==> src/rtl/hazard_forward_ctrl.sv <==
// Hazard and forwarding controller for the 5-stage pipeline: tracks in-flight
// destinations, registers EX operand forward codes and sequences stalls/bubbles.
`ifndef ForwardCodePath
`define ForwardCodePath [1:0]
`define NO_FORWARD      2'b00
`define EXMEM_FORWARD   2'b01
`define MEMWB_FORWARD   2'b10
`endif

module hazard_forward_ctrl #(
  parameter int REG_W         = 5,
  parameter int MULTI_LATENCY = 4
) (
  input  logic                  clk,
  input  logic                  rst,
  input  logic                  idValid,
  input  logic [REG_W-1:0]      idRs,
  input  logic [REG_W-1:0]      idRt,
  input  logic                  idUsesRs,
  input  logic                  idUsesRt,
  input  logic                  idDstValid,
  input  logic [REG_W-1:0]      idDst,
  input  logic                  idIsLoad,
  input  logic                  idMulti,
  input  logic                  flush,
  output logic `ForwardCodePath forwardCodeA,
  output logic `ForwardCodePath forwardCodeB,
  output logic                  stallFront,
  output logic                  bubbleIdEx,
  output logic                  holdIdEx,
  output logic                  bubbleExMem
);

  typedef enum logic {RUN, MULTI_WAIT} stateT;

  stateT            stateReg, stateNext;
  logic [3:0]       cntReg, cntNext;

  logic             idexValidReg, idexValidNext;
  logic [REG_W-1:0] idexDstReg, idexDstNext;
  logic             idexIsLoadReg, idexIsLoadNext;
  // The register file is write-before-read, so nothing downstream of EX/MEM
  // ever needs a code; the MEM/WB entry therefore has no observable effect.
  logic             exmemValidReg, exmemValidNext;
  logic [REG_W-1:0] exmemDstReg, exmemDstNext;

  logic [1:0][1:0]       codeReg, codeNext, codeCalc;
  logic [1:0][REG_W-1:0] src;
  logic [1:0]            srcUses;
  logic                  luHaz;

  assign src     = {idRt, idRs};
  assign srcUses = {idUsesRt, idUsesRs};

  // Youngest producer wins: ID/EX is checked before EX/MEM.
  generate
    for (genvar gi = 0; gi < 2; gi++) begin : gFwd
      assign codeCalc[gi] =
        (!srcUses[gi] || src[gi] == '0)               ? `NO_FORWARD    :
        (idexValidReg  && idexDstReg  == src[gi])     ? `EXMEM_FORWARD :
        (exmemValidReg && exmemDstReg == src[gi])     ? `MEMWB_FORWARD :
                                                        `NO_FORWARD;
    end
  endgenerate

  assign luHaz = (stateReg == RUN) && idValid && !flush && idexValidReg && idexIsLoadReg &&
                 ((idUsesRs && idRs == idexDstReg) || (idUsesRt && idRt == idexDstReg));

  assign forwardCodeA = codeReg[0];
  assign forwardCodeB = codeReg[1];

  always_comb begin
    stateNext      = stateReg;
    cntNext        = cntReg;
    idexValidNext  = idexValidReg;
    idexDstNext    = idexDstReg;
    idexIsLoadNext = idexIsLoadReg;
    exmemValidNext = exmemValidReg;
    exmemDstNext   = exmemDstReg;
    codeNext       = codeReg;
    stallFront     = 1'b0;
    bubbleIdEx     = 1'b0;
    holdIdEx       = 1'b0;
    bubbleExMem    = 1'b0;

    case (stateReg)
      RUN: begin
        exmemValidNext = idexValidReg;
        exmemDstNext   = idexDstReg;
        if (flush) begin
          bubbleIdEx    = 1'b1;
          idexValidNext = 1'b0;
          codeNext      = {`NO_FORWARD, `NO_FORWARD};
        end else if (luHaz) begin
          stallFront    = 1'b1;
          bubbleIdEx    = 1'b1;
          idexValidNext = 1'b0;
          codeNext      = {`NO_FORWARD, `NO_FORWARD};
        end else begin
          idexValidNext  = idValid && idDstValid && (idDst != '0);
          idexDstNext    = idDst;
          idexIsLoadNext = idIsLoad;
          codeNext       = codeCalc;
          if (idValid && idMulti) begin
            stateNext = MULTI_WAIT;
            cntNext   = 4'(MULTI_LATENCY - 1);
          end
        end
      end
      MULTI_WAIT: begin
        // Multi-cycle unit already latched its operands, so codes just hold.
        stallFront     = 1'b1;
        holdIdEx       = 1'b1;
        bubbleExMem    = 1'b1;
        exmemValidNext = 1'b0;
        cntNext        = cntReg - 4'd1;
        if (cntReg == 4'd1) stateNext = RUN;
      end
      default: stateNext = RUN;
    endcase
  end

  always_ff @(posedge clk or negedge rst) begin
    if (!rst) begin
      stateReg      <= RUN;
      cntReg        <= 4'd0;
      idexValidReg  <= 1'b0;
      idexDstReg    <= '0;
      idexIsLoadReg <= 1'b0;
      exmemValidReg <= 1'b0;
      exmemDstReg   <= '0;
      codeReg       <= {`NO_FORWARD, `NO_FORWARD};
    end else begin
      stateReg      <= stateNext;
      cntReg        <= cntNext;
      idexValidReg  <= idexValidNext;
      idexDstReg    <= idexDstNext;
      idexIsLoadReg <= idexIsLoadNext;
      exmemValidReg <= exmemValidNext;
      exmemDstReg   <= exmemDstNext;
      codeReg       <= codeNext;
    end
  end

endmodule

==> config.mk <==
export PLATFORM = sky130hd
export DESIGN_NAME = hazard_forward_ctrl
export DESIGN_NICKNAME = d
export VERILOG_FILES = /design/src/rtl/hazard_forward_ctrl.sv
export SDC_FILE = /design/constraint.sdc
export NUM_CORES = 1
export LEC_CHECK = 0
export ABC_CLOCK_PERIOD_IN_PS = 2300
export CAP_MARGIN = 20
export CORE_MARGIN = 3
export CORE_UTILIZATION = 43
export DETAILED_ROUTE_END_ITERATION = 6
export PLACE_DENSITY = 0.82
export SLEW_MARGIN = 15
export SYNTH_ARGS = -nofsm -noshare
export SYNTH_HDL_FRONTEND = slang
export SYNTH_SLANG_ARGS = --single-unit
==> constraint.sdc <==
create_clock -name clk -period 2.3 [get_ports clk]
set_clock_uncertainty 0.05 [all_clocks]
set_input_delay 0.46 -clock clk [delete_from_list [all_inputs] [get_ports clk]]
set_output_delay 0.46 -clock clk [all_outputs]
set_load 0.1 [all_outputs]
==> results of run 1 <==
==> worst paths after layout <==
kind | startpoint | end | cells after the start
worst max-delay path | idexDstReg[0] | stallFront | 6
worst min-delay path | rst | exmemDstReg[3] | 2
worst max register to register | idexDstReg[2] | forwardCodeB[1] | 10
worst min register to register | forwardCodeA[1] | forwardCodeA[1] | 2
max in group asynchronous | rst | idexDstReg[3] | 2
min in group clk | forwardCodeA[1] | forwardCodeA[1] | 2
==> flip-flops by register name (all words and copies together), names as in the netlist <==
signal,flops
idexDstReg,5
forwardCodeB,2
cntReg,4
exmemValidReg,1
stateReg,1
exmemDstReg,5
idexValidReg,1
idexIsLoadReg,1
forwardCodeA,2
==> layout by cell type (no fill, tap or decap), drive strengths merged, types with 2 or more instances in the layout <==
master	instances
o211ai	2
dfrtp	22
nor4	2
xor2	3
nand3	4
a31oi	2
clkbuf	3
o21ai	8
or4	4
inv	3
mux2	10
nand4	4
buf	33
nor3	3
xnor2	19
nand2	12
dlygate4sd2	13
ha	2
nor2	8
clkdlybuf4s50	10
==> cells in the mapped netlist (2+ instances only) <==
cell	count
a31oi_1	2
clkbuf_1	2
dfrtp_1	22
ha_1	2
inv_1	3
mux2_1	2
mux2_2	8
nand2_1	12
nand3_1	3
nand4_1	4
nor2_1	8
nor3_2	2
o211ai_1	2
o21ai_0	8
or4_1	3
xnor2_1	19
xor2_1	3
==> layer usage <==
metal | up-vias | GRT usage [%]
met5 | - | 0
met4 | 0 | 8.23
met3 | 12 | 3.67
met2 | 35 | 39.2
met1 | 536 | 23.5
li1 | 543 | -
==> power by group <==
group | internal, mW | switching, mW | leakage, nW
Combinational | 0.588 | 0.581 | 0.549
Clock | 0.0611 | 0.111 | 0.0138
Sequential | 0.545 | 0.254 | 0.268
Total | 1.19 | 0.946 | 0.831
==> timing repair <==
action / CTS / global route
gates resized for setup: 17 / 11
setup buffers: 3 / 1
setup endpoints to repair: 2 / 2
pin swaps: 11 / 2
hold buffers: 0 / 0
==> cell families after synthesis <==
logic type | count (synthesis) | share of synthesized area, %
compound gates | 19 | 9.93
fa+ha+maj | 2 | 1.99
buf+inv | 6 | 2.09
mux | 10 | 8.94
flops | 22 | 43.7
simple gates | 39 | 18.1
xor+xnor | 22 | 15.3
==> cell type report <==
cell class	instances	area, um2	share of cell area, %
clock buffer	3	22.5	1.18
inverter	3	11.3	0.589
multi-input combinational	92	772	40.4
sequential	22	556	29.1
tap	31	38.8	2.03
timing repair buffer	56	512	26.8
==> critical path: stages (launching register included) <==
cell and delay, ps:
dfrtp_2 470, xnor2_1 190, nand3_2 120, nor3_4 260
nor2_2 90, o21bai_4 160, buf_12 180
==> metrics.cfg, run 1 <==
[logic_synthesis]
synthDistinctLibCells=32
synthDominantCellAreaShare_pct=43.7
yosys_register_bits=22
ys_seq_area_share_pct=43.7
synthTopCellsByArea=dfrtp_1, xnor2_1, mux2_2
synthesis.area_mm2=0.00126
syn-num-nets=146
yosysWarnings=0
yosysTopAreaCell=dfrtp_1
synth-edff-count=0
syn_inst=120
synth_flop_cell=dfrtp_1
synthArstFlopShare_pct=100
syn-mean-instance-area_um2=10.5

[drt]
wl_met3_um=167
drt_iter0_drc=20
wl_met2_um=1770
num_vias=1126
drt-pass1-iter-count=4
drtAntennaViolNets=0
wl_met1_um=1280
totalWireLength_um=3320
wl_per_cell_um=16.0
highest_layer=met4
post_drt_via_cell_ratio=5.44
detail_route.drc_violations=0

[timing]
hold_viol=0
setup_tns_ps=0
whs_ps=437
drv_slew=0
worstMarginPinSlew_ps=689
fin_crit_ps=2290
setup_viol=0
slew_headroom_pct=54.1
fin_ws_ps=11.0
fmax_mhz=437
period_share_pct=99.5
rsz0062_at_grt=yes

[cells_and_area]
nets=204
antenna_cells=0
final_cells=207
syn2layout_area_growth_pct=51.7
drive_gt1_share_pct=36.9
final_core_utilization_pct=68.7
final_area_mm2=0.00191
fillers=237

[job]
drv_cap=0

[die]
pin_count=32
initial_core_util_pct=45.3
die_area_mm2=0.00362
die-height_um=60.1
core_mm2=0.00278
rows=19
die_w_um=60.1

[clock_network]
cts_tree=built
htree_levels=1
cts_buffers=3
clk-insertion-delay-late_ps=300
path_clk_slew_ps=120
cts.sinks=22
clk_path_buf_depth=2
root_buffer=clkbuf_4

[global_route]
antenna_found_initial=0
grt_use_total_pct=21.1
grt_overflow=0
grt_pass1_vias=1251
grt_pass1_wl_um=5660
grt_max_degree=23

[place]
place_area_mm2=0.00180
dp.cells=200
gp_congestion=0.838
port_buffers=31
detailed_place_hpwl_um=2650
place_ws_ps=-205

[critical_path]
worstPathRequired_ps=1790
cp-start-kind=flop
cp_max_fo=4
crit_type=reg2out
worstPathArrival_ps=1780
reg2reg_slack_ps=170
worst_setup_path_end_kind=output port

[worst_hold_path]
hold_path.class=in2async

[power_and_ir_drop]
powerDensity_mw_per_mm2=1120
vdd_drop_max_uv=1160
p_leak_nw=0.831
power.total_mw=2.14

[status]
status=complete, no violations

Power figures use the tool's default switching activity.
==> run 2, diff against run 1 <==
Settings changed: CELL_PAD_IN_SITES_DETAIL_PLACEMENT set to 2, CELL_PAD_IN_SITES_GLOBAL_PLACEMENT set to 2, CORE_UTILIZATION 43 to 30, PLACE_DENSITY 0.82 to 0.89.
==> metrics.cfg, run 2 (synthesis results as in run 1) <==
[global_route]
grt_use_total_pct=17.9  ; -3.2 points
grt_overflow=0  ; unchanged
antenna_found_initial=0  ; unchanged
grt_pass1_wl_um=6960  ; +23%
grt_max_degree=23  ; unchanged
grt_pass1_vias=1380  ; +10%

[die]
die_area_mm2=0.00501  ; +39%
rows=22  ; +3
initial_core_util_pct=32.7  ; -13 points
core_mm2=0.00385  ; +39%
die_w_um=70.8  ; +18%
pin_count=32  ; unchanged
die-height_um=70.8  ; +18%

[drt]
drt-pass1-iter-count=4  ; unchanged
wl_per_cell_um=20.8  ; +30%
post_drt_via_cell_ratio=5.26  ; -3.3%
drtAntennaViolNets=0  ; unchanged
drt_iter0_drc=42  ; +110%
totalWireLength_um=4670  ; +41%
num_vias=1184  ; +5.2%
detail_route.drc_violations=0  ; unchanged

[power_and_ir_drop]
powerDensity_mw_per_mm2=1180  ; +5.4%
p_leak_nw=0.848  ; +2.1%
vdd_drop_max_uv=587  ; -49%
power.total_mw=2.33  ; +8.8%

[critical_path]
crit_chain=xnor2_2, nand3_2, nor3_4, nor2_4, o21bai_4, buf_12
worstPathRequired_ps=1790  ; about the same
cp-start-kind=flop
worstPathArrival_ps=1810  ; +30 ps
cp_slowest_cell=dfrtp_2
cp_slowest_stage_delay_ps=470  ; about the same
r2r_start=idexDstReg[3]
crit_type=reg2out
r2r_end=idexDstReg[4]
worst_setup_path_end_kind=output port
reg2reg_slack_ps=230  ; +60 ps
ff2ff_path_depth=6  ; -4
cp_max_fo=4  ; unchanged

[place]
place_ws_ps=-295  ; -90.4 ps
port_buffers=31  ; unchanged
detailed_place_hpwl_um=3490  ; +32%
gp_congestion=0.845  ; +0.79%

[clock_network]
cts.sinks=22  ; unchanged
htree_levels=1  ; unchanged
cts_tree=built
path_clk_slew_ps=80  ; -40 ps
clk-insertion-delay-late_ps=270  ; -30 ps
root_buffer=clkbuf_8
holdBufCountCts=0  ; unchanged
cts_buffers=3  ; unchanged
clk_path_buf_depth=2  ; unchanged

[cells_and_area]
nets=205  ; +0.49%
reg.largest.list=exmemDstReg: 5 flops, idexDstReg: 5 flops, cntReg: 4 flops
multi_input_area_um2=785  ; +1.6%
final_common_cell=buf_4
seq_area_um2=556  ; unchanged
fillers=397  ; +68%
mostFrequentLayoutCells=buf_4, dfrtp_1, nand2_1, xnor2_1, dlygate4sd2_1
syn2layout_area_growth_pct=56.6
antenna_cells=0  ; unchanged
drive_gt1_share_pct=37.9  ; +0.92 points

[worst_hold_path]
hold_path.class=reg2reg
holdPathEnd=forwardCodeA[0]
hp-start=forwardCodeA[0]
min_path_cells=2

[timing]
drv_slew=0  ; unchanged
setup_tns_ps=-33.4  ; -33.4 ps
fin_ws_ps=-20.1  ; -31.1 ps
slew_headroom_pct=63.0  ; +9.0 points
whs_ps=471  ; +34.2 ps
period_share_pct=101  ; +1.4 points
setup_viol=2  ; +2
rsz0062_at_grt=yes
fin_crit_ps=2320  ; +31.1 ps
worstMarginPinSlew_ps=550  ; -138 ps
fmax_mhz=431  ; -1.3%
hold_viol=0  ; unchanged

[job]
drv_cap=0  ; unchanged

[status]
violations=setup timing
status=finished with violations

-- run 2: how the worst max path moves through the flow --
stage | to | slack (ps) | startpoint | depth (start not counted)
final | stallFront | -20 | idexDstReg[3] | 6
after global routing | stallFront | -110 | idexDstReg[3] | 6
after CTS | stallFront | 5 | idRs[1] | 7
after detailed placement | stallFront | -300 | idRt[0] | 7
after global placement | stallFront | -180 | idRt[0] | 7
after floorplan | stallFront | 6 | stateReg | 2
-- run 2: worst max-delay path: cells and delay by family (launching register included) --
kind	cells	cell delay, ps
AO/OA/AOI/OAI	1	140
flip-flops	1	470
AND/OR/NAND/NOR	3	530
buffers and inverters	1	190
XOR/XNOR	1	230
-- run 2: through the flow --
| stage | area, um2 | util [%] | instances |
|---|---|---|---|
| CTS | 1910 | 49.4 | 221 |
| global placement | 1810 | 46.9 | 215 |
| global route | 1970 | 51.2 | 225 |
| finish | 1970 | 51.2 | 225 |
| detailed placement | 1810 | 46.9 | 215 |
| floorplan | 1280 | - | 120 |
-- run 2: routing by layer --
metal / track usage (%) / up-vias / share of wire, %
li1: - / 543 / -
met1: 19.6 / 590 / 39
met5: 0 / - / 0
met2: 34.8 / 44 / 55
met4: 5.01 / 0 / 1.3
met3: 2.98 / 7 / 4.1
-- run 2: timing repair --
action | CTS | global route
resized for setup | 24 | 7
endpoints found under the setup margin | 2 | 2
pin swaps | 15 | 7
setup buffers | 3 | 4
-- run 2: power breakdown --
part | internal, mW | switching [mW] | leakage, nW
logic | 0.616 | 0.669 | 0.559
clock network | 0.117 | 0.129 | 0.0216
registers | 0.546 | 0.250 | 0.268
total | 1.28 | 1.05 | 0.848
-- run 2: final cells by class --
| cell class | count | share of cell area, % |
|---|---|---|
| well taps | 48 | 3.04 |
| inverters | 3 | 0.571 |
| multi-input cells | 92 | 39.8 |
| repair buffers | 57 | 26.4 |
| clock buffers | 3 | 2.09 |
| flip-flops and latches | 22 | 28.2 |
==> run 3, diff against run 2 <==
Settings changed: SKIP_CTS_REPAIR_TIMING set to 1.
==> metrics.cfg, run 3 (synthesis results as in run 1) <==
[clock_network]
root_buffer=clkbuf_8
path_clk_slew_ps=80  ; about the same
clk-insertion-delay-late_ps=260  ; about the same
clk_path_buf_depth=2  ; unchanged
htree_levels=1  ; unchanged
cts_buffers=3  ; unchanged
cts.sinks=22  ; unchanged
cts_tree=built

[global_route]
grt_overflow=0  ; unchanged
grt_pass1_vias=1348  ; -2.3%
grt_use_total_pct=17.2  ; -0.68 points
grt_max_degree=23  ; unchanged
grt_pass1_wl_um=6750  ; -3.0%
antenna_found_initial=0  ; unchanged

[cells_and_area]
final_common_cell=buf_4
drive_gt1_share_pct=36.8  ; -1.0 points
syn2layout_area_growth_pct=57.6
final_cells=219  ; -2.7%
fillers=405  ; +2.0%
reg.largest.list=exmemDstReg: 5 flops, idexDstReg: 5 flops, cntReg: 4 flops
antenna_cells=0  ; unchanged
nets=199  ; -2.9%
mostFrequentLayoutCells=buf_4, dfrtp_1, dlymetal6s2s_1

[worst_hold_path]
hold_path.class=reg2reg
holdPathEnd=forwardCodeA[1]
min_path_cells=2  ; unchanged
hp-start=forwardCodeA[1]

[die]
core_mm2=0.00385  ; unchanged
die_w_um=70.8  ; unchanged
die_area_mm2=0.00501  ; unchanged
pin_count=32  ; unchanged
die-height_um=70.8  ; unchanged
rows=22  ; unchanged
initial_core_util_pct=32.7  ; unchanged

[critical_path]
cp_top_family=simple AND/OR/NAND/NOR gates
r2r_end=idexDstReg[2]
cp_max_fo=4  ; unchanged
ff2ff_path_depth=6  ; unchanged
worst_setup_path_end_kind=output port
cp_slowest_stage_delay_ps=470  ; about the same
crit_type=reg2out
critPathBufInv=1  ; unchanged
worstPathArrival_ps=1790  ; -20 ps
r2r_start=idexDstReg[1]
cp-start-kind=flop
worstPathRequired_ps=1790  ; about the same
crit_chain=xnor2_1, nand2_1, nor3_4, nor2_4, o21bai_4, buf_12
cp_slowest_cell=dfrtp_1
reg2reg_slack_ps=250  ; +20 ps

[drt]
drtAntennaViolNets=0  ; unchanged
drt-pass1-iter-count=4  ; unchanged
post_drt_via_cell_ratio=5.22  ; -0.82%
wl_per_cell_um=21.6  ; +4.0%
totalWireLength_um=4730  ; +1.2%
drt_iter0_drc=39  ; -7.1%
detail_route.drc_violations=0  ; unchanged
num_vias=1143  ; -3.5%

[timing]
slew_headroom_pct=62.6  ; -0.47 points
setup_tns_ps=0  ; +33.4 ps
hold_viol=0  ; unchanged
rsz0062_at_grt=yes
fin_crit_ps=2300  ; -21.5 ps
drv_slew=0  ; unchanged
worstMarginPinSlew_ps=557  ; +7.03 ps
fmax_mhz=435  ; +0.93%
setup_viol=0  ; -2
period_share_pct=99.9  ; -0.93 points

[place]
gp_congestion=0.845  ; unchanged
port_buffers=31  ; unchanged
dp.cells=215  ; unchanged
detailed_place_hpwl_um=3490  ; unchanged

[power_and_ir_drop]
p_leak_nw=0.929  ; +9.5%
vdd_drop_max_uv=582  ; -0.79%
powerDensity_mw_per_mm2=1160  ; -2.1%

[status]
status=complete, no violations

[job]
drv_cap=0  ; unchanged

-- run 3: worst max-delay path by stage --
stage / from / to / cells past startpoint
2_1_floorplan: stateReg / stallFront / 2
3_3_place_gp: idRt[0] / stallFront / 7
3_5_place_dp: idRt[0] / stallFront / 7
4_1_cts: idRt[0] / stallFront / 7
5_1_grt: idexDstReg[4] / stallFront / 6
6_report: idexDstReg[4] / stallFront / 6
-- run 3: layout make-up --
class,instances,area [um2],share of cell area (%)
inverters,3,11.3,0.567
clock buffers,3,41.3,2.08
flip-flops and latches,22,556,28.0
well taps,48,60.1,3.02
multi-input cells,92,795,40.0
repair buffers,51,523,26.3
-- run 3: power by group --
group	internal (mW)	switching, mW
logic	0.589	0.660
clock network	0.117	0.124
registers	0.546	0.258
total	1.25	1.04
-- run 3: metrics by stage --
step	utilization [%]	hold slack [ps]	instance area, um2	power [mW]	setup WS [ps]
2_1_floorplan	-	114	1280	1.48	5.94
5_1_grt	51.5	507	1990	2.44	-119
3_5_place_dp	46.9	434	1810	1.92	-295
3_3_place_gp	46.9	427	1810	1.82	-177
6_report	51.5	451	1990	2.29	1.40
4_1_cts	48.0	454	1850	2.18	-293
-- run 3: routing by layer --
metal	track usage (%)	vias up	wire length (um)
li1	-	533	-
met1	18.3	569	1890
met2	34.2	35	2570
met3	2.98	6	196
met4	4.59	0	70
met5	0	-	0
-- run 3: worst register-to-register path, stage by stage, from the launching register on --
cell and delay, ps:
dfrtp_2 470, xnor2_2 180, nand2_2 110, nor3_4 70, buf_4 160, nor4_4 490
mux2_2 410
